$ cat src/rtl/chess_move_pkg.sv
// Shared types and helpers for the move-check sequencer and its path scanner.
package chess_move_pkg;

    typedef enum logic [2:0] {
        PIECE_EMPTY  = 3'd0,
        PIECE_PAWN   = 3'd1,
        PIECE_KNIGHT = 3'd2,
        PIECE_BISHOP = 3'd3,
        PIECE_ROOK   = 3'd4,
        PIECE_QUEEN  = 3'd5,
        PIECE_KING   = 3'd6
    } piece_t;

    localparam int unsigned COLOUR_BIT             = 3;
    localparam int unsigned DEFAULT_TIMEOUT_CYCLES = 16;

    typedef enum logic [2:0] {
        IDLE,
        PRECHECK,
        DISPATCH,
        WAIT_CHK,
        SCAN,
        DONE
    } ctrl_state_t;

    function automatic logic [2:0] abs_diff(input logic [2:0] a, input logic [2:0] b);
        return (a >= b) ? (a - b) : (b - a);
    endfunction

    // Per-axis unit step as a 3-bit two's complement value (-1 wraps to 3'b111).
    function automatic logic [2:0] step_of(input logic [2:0] from, input logic [2:0] to);
        if (to > from) begin
            return 3'd1;
        end else if (to < from) begin
            return 3'b111;
        end
        return 3'd0;
    endfunction

endpackage

$ cat src/rtl/move_path_scanner.sv
// Walks a cursor from the square after the source towards the destination,
// flagging arrival and blockers on the square currently under the cursor.
module move_path_scanner
    import chess_move_pkg::*;
(
    input  logic                   clk,
    input  logic                   reset,
    input  logic                   load,
    input  logic                   advance,
    input  logic [2:0]             old_x,
    input  logic [2:0]             old_y,
    input  logic [2:0]             new_x,
    input  logic [2:0]             new_y,
    input  logic [7:0][7:0][3:0]   board_in,
    output logic                   arrived,
    output logic                   blocked
);

    logic [2:0] step_x;
    logic [2:0] step_y;
    logic [2:0] cur_x;
    logic [2:0] cur_y;

    assign step_x = step_of(old_x, new_x);
    assign step_y = step_of(old_y, new_y);

    always_ff @(posedge clk or posedge reset) begin
        if (reset) begin
            cur_x <= 3'd0;
            cur_y <= 3'd0;
        end else if (load) begin
            cur_x <= old_x + step_x;
            cur_y <= old_y + step_y;
        end else if (advance) begin
            cur_x <= cur_x + step_x;
            cur_y <= cur_y + step_y;
        end
    end

    assign arrived = (cur_x == new_x) && (cur_y == new_y);
    assign blocked = (board_in[cur_x][cur_y] != 4'd0);

endmodule

$ cat config.mk
export PLATFORM = sky130hd
export DESIGN_NAME = move_path_scanner
export DESIGN_NICKNAME = d
export VERILOG_FILES = /design/src/rtl/chess_move_pkg.sv /design/src/rtl/move_path_scanner.sv
export SDC_FILE = /design/constraint.sdc
export NUM_CORES = 1
export LEC_CHECK = 0
export BUFFER_PORTS_ARGS = -buffer_cell sky130_fd_sc_hd__buf_2
export CAP_MARGIN = 10
export CORE_AREA = 2 2 105 107
export CTS_BUF_LIST = sky130_fd_sc_hd__clkbuf_4
export DETAILED_ROUTE_END_ITERATION = 12
export DIE_AREA = 0 0 107 109
export PLACE_DENSITY = 0.62
export SLEW_MARGIN = 20
export SYNTH_ARGS = -nofsm -noshare
export SYNTH_HDL_FRONTEND = slang
export SYNTH_SLANG_ARGS = --single-unit
$ cat constraint.sdc
create_clock -name clk -period 6.7 [get_ports clk]
set_input_delay 0.67 -clock clk [delete_from_list [all_inputs] [get_ports clk]]
set_output_delay 0.67 -clock clk [all_outputs]
set_load 0.005 [all_outputs]
==> results.yml <==
layout:
  final_core_util: 0.317
  fill_cells: 1175
  areaGrowthSynthToFinish_pct: 72.4
  final_cells: 670
  nets: 813
  drive_above_1_share: 0.550
drt:
  vias: 3129
  via_per_inst: 4.67
  first_pass_iters: 4
  drtAntennaViolNets: 0
  drc: 0
  first_iter_violations: 106
  routed_wl_mm: 10.2
  detail_route.wl_per_cell_microns: 15.2
clock_network:
  holdBufCountCts: 0
  cts_tree: "built"
  cts_resized: 0
  path_clk_slew_ps: 50
  post_cts_buffers: 0
  h-tree-depth: 1
  cts.sink_count: 6
  cts_buffer_depth: 2
  root_buffer: "clkbuf_4"
  clk_latency_ps: 250
  cts_buffers: 3
critical_path:
  worst-setup-path-type: "reg2out"
  critPathArrivalTime_ps: 2920
  reg2reg_depth: 8
  r2r_start: "cur_x[0]"
  required_ps: 6030
  crit_path_start_kind: "flip-flop"
  critPathMaxFanout: 41
  rrSetupSlack_ps: 4160
  end_kind: "output pin"
  r2r-end: "cur_x[2]"
synthesis:
  synth_top_area_share: 0.0867
  synthDistinctLibCells: 53
  synth_area_leader_cell: "nor4_1"
  ys_warn_count: 0
  yosysSeqAreaShare: 0.0771
  synth_nets: 552
  ys_ff_latch: 6
  synthMostInstantiatedCell: "nor2_1"
  synth.area.top_cells: "nor4_1, dfrtp_1, a21oi_1"
  synth_common_cells: "nor2_1, a21oi_1, nor3_1"
  synthFlopType: "dfrtp_1"
  syn-cell-area_sq_um: 1950
  synth_edf_count: 0
  syn_inst: 270
  avgSynthCellArea_sq_um: 7.22
  ys_async_sr_fraction: 1.00
pwr:
  switching_share: 0.544
  clockPowerShare: 0.055
  p_seq_frac: 0.223
  power_frac_comb: 0.722
  vdd_drop_max_uv: 98.5
  internal-power_uw: 279
  switching_power_uw: 332
  p_leak_nw: 1.68
  powerDensity_nw_per_um2: 182
grt:
  antenna_found_initial: 1
  gr-total-overflow: 0
  grt_usage: 0.159
  grt_max_degree: 47
  grt_pass1_vias: 3047
  grt_first_pass_wirelength_mm: 14.5
timing:
  max_freq_mhz: 278
  setup_viol_count_final: 0
  finalMaxSlewViolations: 0
  slew_headroom: 0.406
  period_minus_slack_ps: 3590
  finalCritPeriodShare: 0.536
  worst_pin_slew_ps: 891
  setup_tns_ps: 0
  finalHoldViolCount: 0
  finalHoldWorstSlack_ps: 335
  fin_skew_ps: 3.59
  rsz0062_at_grt: "false"
  setup_ws_ps: 3110
placement:
  numPortBuffers: 273
  place_ws_ps: 3390
  dp_cells: 666
  post-dp-hpwl_mm: 8.90
  globalplace.congestion: 0.795
die:
  initial_utilization: 0.184
  die_w_microns: 107
  core_area_sq_um: 10600
  die-height_microns: 109
  ioPinCount: 274
  die_area_sq_um: 11700
  rows: 38
run:
  max_cap_violations: 0
status:
  status: "finished, final reports clean"
worst_hold_path:
  hp-class: "in2async"
through the flow:
step / total power [mW] / area (sq um)
after global placement: 0.577 / 3330
final: 0.611 / 3360
after CTS: 0.621 / 3360
after floorplan: 0.449 / 1950
after global routing: 0.675 / 3360
after detailed placement: 0.584 / 3330
per-layer routing:
layer  up-vias  track usage  share of wire
met2       139        0.311           0.53
met4         0       0.0223              0
met5         -            0              0
met1      1418        0.193           0.40
met3         0       0.0143          0.063
li1       1572            -              -
cells in the final DEF, fill, tap and decap left out, types with 5 or more instances in the layout:
cell type / netlist / routed
a211oi_1: 10 / 10
nor4_1: 27 / 27
nor2_1: 29 / 29
a2111oi_0: 6 / 6
nand4_1: 5 / 5
inv_1: 11 / 11
xor2_1: 5 / 5
ha_1: 8 / 8
o21ai_0: 9 / 9
xnor2_1: 7 / 7
nand2_1: 8 / 8
nor3_1: 28 / 28
a21oi_1: 28 / 28
or4_1: 10 / 10
buf_2: 5 / 273
worst max-delay path by stage:
| stage | start | endpoint | slack [ps] | cells past startpoint |
|---|---|---|---|---|
| after floorplan | old_y[1] | cur_y[2] | 3810 | 13 |
| after global placement | cur_x[1] | blocked | 3440 | 6 |
| after detailed placement | cur_x[1] | blocked | 3390 | 6 |
| after CTS | cur_x[1] | blocked | 3120 | 6 |
| after global routing | cur_x[1] | blocked | 2930 | 6 |
| final | cur_x[1] | blocked | 3110 | 6 |
cell type report:
type                    count  area (sq um)  share of cell area
inverters                  12          45.0              0.0134
repair buffers            274          1370               0.409
diodes                      1          2.50            0.000745
clock buffers               3          22.5             0.00671
flip-flops and latches      6           153              0.0455
multi-input cells         234          1590               0.472
well taps                 140           175              0.0522
logic make-up after synthesis:
family,after synthesis,synth area share
xor+xnor,12,0.0539
simple gates,128,0.376
fa+ha+maj,10,0.0719
flops,6,0.0771
compound gates,74,0.245
mux,10,0.0668
buf+inv,30,0.109
worst max-delay path, stage by stage, from the launching register on:
cell and delay, ps:
dfrtp_2 660, buf_4 470, mux4_2 560, o2111ai_1 350, o311ai_0 210, a32oi_1 250, buf_2 150
flip-flops by register name, summed over array words and instances (netlist names):
| register | cells |
|---|---|
| cur_y | 3 |
| cur_x | 3 |
power by group through the flow:
stage          Combinational, mW  Sequential, mW  Clock, mW
6_report                   0.441           0.136     0.0336
5_1_grt                    0.495           0.144     0.0363
4_1_cts                    0.450           0.137     0.0346
3_5_place_dp               0.448           0.137          0
3_3_place_gp               0.441           0.136          0
2_1_floorplan              0.389          0.0603          0
No activity file was read; power rests on OpenSTA's default activity.
